--- src/rtl/ram_port_arbiter.sv ---
// ram_port_arbiter
//   Shares one single-ported, synchronous-read RAM between the instruction
//   fetch requester (if_*) and the load/store requester (d_*). Data has fixed
//   priority. A starvation counter gives fetch the port after STARVE_MAX
//   consecutive data grants that fetch had to wait through. At most one RAM
//   access is made per cycle. Read data comes back one cycle after the grant
//   and is steered to whichever requester issued the read.
//
// Ports
//   clk, reset                     clock and synchronous active-high reset
//   if_req/if_addr                 fetch read request (held until if_gnt)
//   if_gnt/if_rvalid/if_rdata      fetch grant and read response
//   d_req/d_we/d_addr/d_wdata      load/store request (held until d_gnt)
//   d_gnt/d_rvalid/d_rdata         data grant and load response
//   ram_en/ram_we/ram_addr/ram_wdata/ram_rdata   RAM macro interface
module ram_port_arbiter #(
  parameter int ADDR_W     = 12,
  parameter int DATA_W     = 32,
  parameter int STARVE_MAX = 3
) (
  input  logic              clk,
  input  logic              reset,
  input  logic              if_req,
  input  logic [ADDR_W-1:0] if_addr,
  output logic              if_gnt,
  output logic              if_rvalid,
  output logic [DATA_W-1:0] if_rdata,
  input  logic              d_req,
  input  logic              d_we,
  input  logic [ADDR_W-1:0] d_addr,
  input  logic [DATA_W-1:0] d_wdata,
  output logic              d_gnt,
  output logic              d_rvalid,
  output logic [DATA_W-1:0] d_rdata,
  output logic              ram_en,
  output logic              ram_we,
  output logic [ADDR_W-1:0] ram_addr,
  output logic [DATA_W-1:0] ram_wdata,
  input  logic [DATA_W-1:0] ram_rdata
);

  // Number of consecutive data grants that fetch has waited through.
  logic [3:0] starve_cnt;
  // {data load issued, fetch issued} in the previous cycle.
  logic [1:0] rd_owner;
  logic       fetch_starved;

  assign fetch_starved = (starve_cnt == 4'(STARVE_MAX));

  // Grant is combinational in the request cycle; nothing is granted in reset.
  always_comb begin
    // NOTE: every output of a combinational block gets a default up front so
    // no path leaves it unassigned, which would otherwise infer a latch.
    if_gnt = 1'b0;
    d_gnt  = 1'b0;
    if (!reset) begin
      if (d_req && !(if_req && fetch_starved)) d_gnt  = 1'b1;
      else if (if_req)                         if_gnt = 1'b1;
    end
  end

  // RAM port is driven from the winner; address and data idle at zero.
  always_comb begin
    ram_en    = if_gnt | d_gnt;
    ram_we    = d_gnt & d_we;
    ram_addr  = '0;
    ram_wdata = '0;
    if (d_gnt) begin
      ram_addr  = d_addr;
      ram_wdata = d_wdata;
    end else if (if_gnt) begin
      ram_addr  = if_addr;
    end
  end

  // NOTE: state is updated with non-blocking assignments so every register
  // samples the pre-edge values, independent of statement order.
  always_ff @(posedge clk) begin
    if (reset) begin
      starve_cnt <= 4'd0;
      rd_owner   <= 2'b00;
    end else begin
      if (if_gnt || !if_req)
        starve_cnt <= 4'd0;
      else if (d_gnt && !fetch_starved)
        starve_cnt <= starve_cnt + 4'd1;
      rd_owner <= {d_gnt & ~d_we, if_gnt};
    end
  end

  // The reset term drops a read that was granted in the cycle just before
  // reset: its tag is still in rd_owner during the first reset cycle.
  assign if_rvalid = rd_owner[0] & ~reset;
  assign d_rvalid  = rd_owner[1] & ~reset;
  assign if_rdata  = if_rvalid ? ram_rdata : '0;
  assign d_rdata   = d_rvalid  ? ram_rdata : '0;

endmodule

--- config.mk ---
export PLATFORM = sky130hd
export DESIGN_NAME = ram_port_arbiter
export DESIGN_NICKNAME = d
export VERILOG_FILES = /design/src/rtl/ram_port_arbiter.sv
export SDC_FILE = /design/constraint.sdc
export NUM_CORES = 1
export LEC_CHECK = 0
export ABC_CLOCK_PERIOD_IN_PS = 3500
export CAP_MARGIN = 5
export CORE_AREA = 2 2 79 81
export CTS_BUF_LIST = sky130_fd_sc_hd__clkbuf_4 sky130_fd_sc_hd__clkbuf_8
export DETAILED_ROUTE_END_ITERATION = 6
export DIE_AREA = 0 0 81 83
export DONT_BUFFER_PORTS = 1
export GPL_ROUTABILITY_DRIVEN = 1
export GPL_TIMING_DRIVEN = 0
export PLACE_DENSITY = 0.37
export SYNTH_ARGS = -nofsm -noshare
export SYNTH_HDL_FRONTEND = slang
export SYNTH_SLANG_ARGS = --single-unit
--- constraint.sdc ---
create_clock -name clk -period 3.5 [get_ports clk]
set_input_delay 0.7 -clock clk [delete_from_list [all_inputs] [get_ports clk]]
set_output_delay 0.7 -clock clk [all_outputs]
set_load 0.005 [all_outputs]
==> run_results.csv, run 1 <==
group,metric,value,unit
timing,fmaxAchievable,418,MHz
grt,global_route_wire_length_before_repair,4.67,mm
clocking,postCtsSetupRepairBufs,0,
logic_synthesis,ys_seq_area_frac,0.114,
logic_synthesis,synthesis.area,1060,um2
pwr,sw_frac_of_total,0.271,
setup_path,worst_path_max_delay_cell,"sky130_fd_sc_hd__nor2b_1",
setup_path,worstSetupStartpointType,"input pin",
routing,detail_route.drc_violations,0,
clocking,cts_tree,"built",
pwr,power.share.sequential,0.301,
grt,grt-ovfl-total,0,
clocking,cts-resized-gates,0,
pwr,power.static_leakage,0.515,nW
setup_path,timing.critical_path.slowest_cell_delay,450,ps
pwr,internal-power,0.172,mW
clocking,holdBufCountCts,0,
cells_and_area,n_antenna_cell,0,
routing,dr_total_vias,1069,
setup_path,critical_path.endpoint_type,"output port",
clocking,cts.sink_count,6,
placed_design,placement.io_buffers,0,
timing,worstMarginPinSlew,579,ps
logic_synthesis,synth_top_cell_area_share,0.575,
timing,clock_skew,1.66,ps
die,floorplan.initialDensity,0.182,
pwr,p_switching,0.0638,mW
logic_synthesis,yosys_register_bits,6,
cells_and_area,finalNetCount,247,
pwr,clock_power_share,0.438,
clocking,worstSkewPairLatency,220,ps
setup_path,crit_fanout,10,
grt,initial_antenna_violation_count,0,
die,design.core.area,5820,um2
setup_path,worst-setup-path-type,"input pin to output port",
clocking,h-tree-depth,1,
logic_synthesis,syn-mean-instance-area,7.14,um2
timing,maxSlewHeadroom,0.613,
die,dieArea,6720,um2
logic_synthesis,synth.net_count,242,
logic_synthesis,synthDistinctLibCells,22,
cells_and_area,area_growth,12.8,%
logic_synthesis,synth_top_area_cell,"sky130_fd_sc_hd__and2_1",
routing,routed_wl,3.56,mm
routing,drt_iter0_markers,24,
cells_and_area,utilization,0.205,
die,std_cell_rows,28,
setup_path,critical_path.cell_chain,"nor2b_1, clkbuf_1, and2_1",
setup_path,worst_ep_arrival_time,1690,ps
routing,detail_route.wl_per_cell,15.8,um
routing,postRouteAntennaNets,0,
cells_and_area,ff_latch_area,120,um2
clocking,cts-buffers-inserted,3,
routing,routed_via_density,4.73,
clocking,cts_root_buffer,"sky130_fd_sc_hd__clkbuf_8",
flow_run,total_of_max_cap_violations,0,
logic_synthesis,synthCells,148,
cells_and_area,layout.cells.most_common,"sky130_fd_sc_hd__and2_1",
grt,first_global_vias,953,
logic_synthesis,synthesis.yosys.warnings,0,
setup_path,critical_path_buf_inv_count,1,
placed_design,place.gp.congestion,0.732,
cells_and_area,fraction_of_layout_cells_with_a_size_suffix_above_1,0.0728,
clocking,clkSlewWorstSetupHoldPaths,40,ps
timing,period_minus_slack,2390,ps
timing,setup-tns-final,0,ps
cells_and_area,fill_cells,653,
cells_and_area,area_used_by_multi_input_combinational_logic,862,um2
grt,grt.total_usage,0.0909,
setup_path,critical_path_required,2800,ps
timing,period_share,0.684,
cells_and_area,mostFrequentLayoutCells,"sky130_fd_sc_hd__and2_1 (97), sky130_fd_sc_hd__a22o_1 (12), sky130_fd_sc_hd__clkbuf_1 (7)",
pwr,power-per-cell-area,198,nW/um2
min_path,worstHoldPathType,"flop to flop",
clocking,max-clock-path-buffers,2,
pwr,p_total,0.236,mW
pwr,comb_power_share,0.261,
timing,final-setup-viol-count,0,
placed_design,hpwlAfterDp,3.20,mm
timing,slew_viol_final,0,
die,ios,207,
timing,setup_repair_after_global_routing_missed_its_margin,"false",
routing,drtPass1Iterations,3,
timing,final_hold_viol_count,0,
die,chipWidth,81,um
die,die_h,83,um
logic_synthesis,netlist_top_cells_area,"sky130_fd_sc_hd__and2_1 (57%), sky130_fd_sc_hd__dfxtp_1 (11%), sky130_fd_sc_hd__a22o_1 (10%)",
grt,grt_start_max_net_pins,11,
setup_path,cpLargestDelayFamily,"simple AND/OR/NAND/NOR gates",
pwr,vdd.ir_drop.worst,0.108,mV
run_status,run_status,"finished clean",
-- registers in the layout, summed over array words and instances (netlist names) --
name,flops
rd_owner,2
starve_cnt,4
-- power by group through the flow --
stage	registers, mW	logic [mW]	clock network, mW
4_1_cts	0.0709	0.0628	0.106
2_1_floorplan	0.0718	0.0517	0
3_3_place_gp	0.0719	0.0630	0
3_5_place_dp	0.0720	0.0627	0
6_report	0.0709	0.0614	0.103
5_1_grt	0.0710	0.0689	0.112
-- metrics by stage --
step / cells / worst slack [ps] / hold WS [ps] / instance area (um2)
3_3_place_gp: 223 / 1070 / 456 / 1150
6_report: 226 / 1110 / 466 / 1190
3_5_place_dp: 223 / 1040 / 460 / 1150
5_1_grt: 226 / 955 / 473 / 1190
2_1_floorplan: 148 / 1390 / 430 / 1060
4_1_cts: 226 / 1040 / 465 / 1190
-- routing by layer --
metal | track usage | vias up | wire length [um]
met4 | 0.0462 | 0 | 89
li1 | - | 477 | -
met3 | 0.0163 | 7 | 392
met2 | 0.189 | 125 | 1980
met1 | 0.0768 | 460 | 1100
met5 | 0 | - | 0
-- cells by family after synthesis --
logic type | Yosys count | synth area share
xor gates and xnor gates | 1 | 0.00830
AOI/OAI and AO/OA | 15 | 0.127
and+or+nand+nor | 110 | 0.659
adders and majority gates | 1 | 0.0118
buffers and inverters | 14 | 0.0699
DFF | 6 | 0.114
muxes | 1 | 0.0107
-- worst reg2reg max path: stages, from the launching register on --
cell                      delay [ps]
sky130_fd_sc_hd__dfxtp_1         350
sky130_fd_sc_hd__ha_1            190
sky130_fd_sc_hd__nor3b_4         270
sky130_fd_sc_hd__a21oi_2         130
sky130_fd_sc_hd__buf_2           190
sky130_fd_sc_hd__and3_1          190
-- Yosys cell counts, drive strengths merged --
master and number:
nor4b 1, nor3b 2, a21oi 1, nor2 2, and3 2, dfxtp 6
buf 5, nand3 1, ha 1, xnor2 1, nor2b 3, a22o 12
and2 97, nand2 1, nand2b 1, clkbuf 7, mux2 1, inv 2
o211a 2
-- worst paths after layout --
path                  from            end  slack (ps)  cells after the start
min reg2reg  starve_cnt[0]  starve_cnt[0]         470                      1
max reg2reg  starve_cnt[0]  starve_cnt[1]        2060                      5
max                  reset   if_rdata[30]        1110                      3
min          starve_cnt[0]  starve_cnt[0]         470                      1
-- cell type report --
class                      instances  area share
inverter                           2     0.00630
tap                               75      0.0788
buffer                            12      0.0557
sequential                         6       0.101
clock buffer                       3      0.0347
multi-input combinational        128       0.724
No activity file was read; power rests on OpenSTA's default activity.
==> run 2: changes to the inputs <==
--- a/config.mk
+++ b/config.mk
@@ -5,12 +5,12 @@
 export SDC_FILE = /design/constraint.sdc
 export NUM_CORES = 1
 export LEC_CHECK = 0
-export ABC_CLOCK_PERIOD_IN_PS = 3500
+export ABC_CLOCK_PERIOD_IN_PS = 2200
 export CAP_MARGIN = 5
-export CORE_AREA = 2 2 79 81
+export CORE_AREA = 2 2 80 82
 export CTS_BUF_LIST = sky130_fd_sc_hd__clkbuf_4 sky130_fd_sc_hd__clkbuf_8
 export DETAILED_ROUTE_END_ITERATION = 6
-export DIE_AREA = 0 0 81 83
+export DIE_AREA = 0 0 82 84
 export DONT_BUFFER_PORTS = 1
 export GPL_ROUTABILITY_DRIVEN = 1
 export GPL_TIMING_DRIVEN = 0
==> constraint.sdc (replaced) <==
create_clock -name clk -period 2.2 [get_ports clk]
set_input_delay 0.44 -clock clk [delete_from_list [all_inputs] [get_ports clk]]
set_output_delay 0.44 -clock clk [all_outputs]
set_load 0.005 [all_outputs]
==> run_results.csv, run 2 (synthesis results as in run 1) <==
group,metric,value,unit
die,dieArea,6890,um2
die,chipWidth,82,um
routing,dr_total_vias,1070,
setup_path,crit_fanout,10,
cells_and_area,mostFrequentLayoutCells,"sky130_fd_sc_hd__and2_1 (97), sky130_fd_sc_hd__a22o_1 (12), sky130_fd_sc_hd__clkbuf_1 (6), sky130_fd_sc_hd__dfxtp_1 (6)",
die,std_cell_rows,29,
die,floorplan.initialDensity,0.173,
clocking,cts_root_buffer,"sky130_fd_sc_hd__clkbuf_8",
flow_run,total_of_max_cap_violations,0,
placed_design,hpwlAfterDp,3.20,mm
cells_and_area,area_growth,14.8,%
clocking,holdBufCountCts,0,
placed_design,place.gp.congestion,0.678,
timing,slew_viol_final,0,
cells_and_area,n_antenna_cell,0,
cells_and_area,largest_registers,"starve_cnt: 4 flops, rd_owner: 2 flops",
die,die_h,84,um
timing,maxSlewHeadroom,0.654,
setup_path,critical_path.cell_chain,"ha_1, nor3b_4, o211a_4, buf_4, a22o_1",
timing,worstMarginPinSlew,517,ps
setup_path,critical_path.endpoint_type,"output port",
clocking,max-clock-path-buffers,2,
grt,grt.total_usage,0.0889,
pwr,comb_power_share,0.265,
min_path,worstHoldPathType,"input pin to flop",
grt,global_route_wire_length_before_repair,4.60,mm
setup_path,worst_ep_arrival_time,1680,ps
pwr,clock_power_share,0.434,
grt,initial_antenna_violation_count,0,
routing,postRouteAntennaNets,0,
grt,grt_start_max_net_pins,11,
timing,fmaxAchievable,471,MHz
setup_path,critical_path_required,1760,ps
pwr,p_switching,0.101,mW
timing,clock_skew,1.43,ps
run_status,run_status,"finished clean",
setup_path,reg2regPathDepth,5,
routing,drtPass1Iterations,4,
cells_and_area,top_register,"starve_cnt",
die,design.core.area,6100,um2
pwr,vdd.ir_drop.worst,0.106,mV
cells_and_area,layout.cells.most_common,"sky130_fd_sc_hd__and2_1",
cells_and_area,finalNetCount,248,
routing,drt_iter0_markers,15,
grt,grt.met1_usage,0.0840,
routing,detail_route.wl_per_cell,15.7,um
routing,routed_wl,3.59,mm
routing,routed_via_density,4.67,
grt,gr-usage-met2,0.178,
pwr,power-per-cell-area,310,nW/um2
grt,grt_util_met3,0.0184,
grt,grt-ovfl-total,0,
timing,final-setup-viol-count,0,
setup_path,worst-setup-path-type,"flop to output port",
pwr,power.share.sequential,0.300,
clocking,h-tree-depth,1,
min_path,holdPathStages,1,
cells_and_area,largest_register_ffs,4,
clocking,cts-buffers-inserted,3,
cells_and_area,fraction_of_layout_cells_with_a_size_suffix_above_1,0.0921,
timing,worst_hold_slack,288,ps
routing,detail_route.drc_violations,0,
timing,period_share,0.965,
timing,final_hold_viol_count,0,
clocking,cts_tree,"built",
cells_and_area,utilization,0.199,
grt,layer_with_the_highest_usage,"met2",
setup_path,timing.critical_path.slowest_cell_delay,360,ps
pwr,power.static_leakage,0.519,nW
setup_path,worstSetupStartpointType,"flop",
clocking,worstSkewPairLatency,220,ps
clocking,cts.sink_count,6,
pwr,internal-power,0.275,mW
setup_path,worst_path_max_delay_cell,"sky130_fd_sc_hd__dfxtp_1",
grt,first_global_vias,877,
die,ios,207,
clocking,clkSlewWorstSetupHoldPaths,30,ps
pwr,sw_frac_of_total,0.269,
timing,period_minus_slack,2120,ps
placed_design,placement.io_buffers,0,
[run 2: what timing repair did]
| item | CTS | global route |
|---|---|---|
| buffers inserted | 0 | 1 |
| setup endpoints to repair | 2 | 16 |
| resized for setup | 1 | 4 |
| pin swaps | 0 | 1 |
[run 2: through the flow]
step | setup TNS [ps] | power, mW | worst slack (ps) | instance area [um2] | cells
5_1_grt | -1.62 | 0.401 | -1.62 | 1210 | 229
4_1_cts | 0 | 0.382 | 55.5 | 1200 | 228
6_report | 0 | 0.376 | 76.9 | 1210 | 229
3_3_place_gp | 0 | 0.215 | 234 | 1150 | 225
2_1_floorplan | 0 | 0.196 | 501 | 1060 | 148
3_5_place_dp | 0 | 0.214 | 227 | 1150 | 225
[run 2: path summary, 6_finish.rpt]
kind / from / end / slack, ps
max reg2reg: starve_cnt[0] / starve_cnt[1] / 720
max: starve_cnt[0] / ram_addr[8] / 80
min: d_we / rd_owner[1] / 290
min reg2reg: starve_cnt[0] / starve_cnt[0] / 480
[run 2: layout make-up]
class,count,area (um2)
Buffer,12,70.1
Clock buffer,3,41.3
Fill cell,689,4880
Inverter,2,7.51
Multi-Input combinational cell,128,870
Sequential cell,6,120
Tap cell,77,96.3
Timing Repair Buffer,1,7.51
[run 2: power by group through the flow]
stage | combinational, mW | clock (mW) | sequential, mW
after floorplan | 0.0823 | 0 | 0.114
after global placement | 0.101 | 0 | 0.114
after detailed placement | 0.100 | 0 | 0.114
after CTS | 0.101 | 0.168 | 0.113
after global routing | 0.112 | 0.176 | 0.113
final | 0.0998 | 0.163 | 0.113
[run 2: metal layers]
layer / share of wire / up-vias
li1: - / 477
met1: 0.32 / 467
met2: 0.57 / 126
met3: 0.11 / 0
met4: 0 / 0
met5: 0 / -
[run 2: critical path: cells and delay by family, from the launching register on]
kind	cells	cell delay, ps
and+or+nand+nor	1	310
AOI/OAI and AO/OA	2	420
adders and majority gates	1	200
buffers and inverters	1	180
DFF	1	360
==> run 3: changes to the inputs <==
--- a/config.mk
+++ b/config.mk
@@ -18,3 +18,4 @@
 export SYNTH_ARGS = -nofsm -noshare
 export SYNTH_HDL_FRONTEND = slang
 export SYNTH_SLANG_ARGS = --single-unit
+export TNS_END_PERCENT = 30
==> results of run 3 <==
The final DEF is identical to that of run 2; final timing and power are the same.
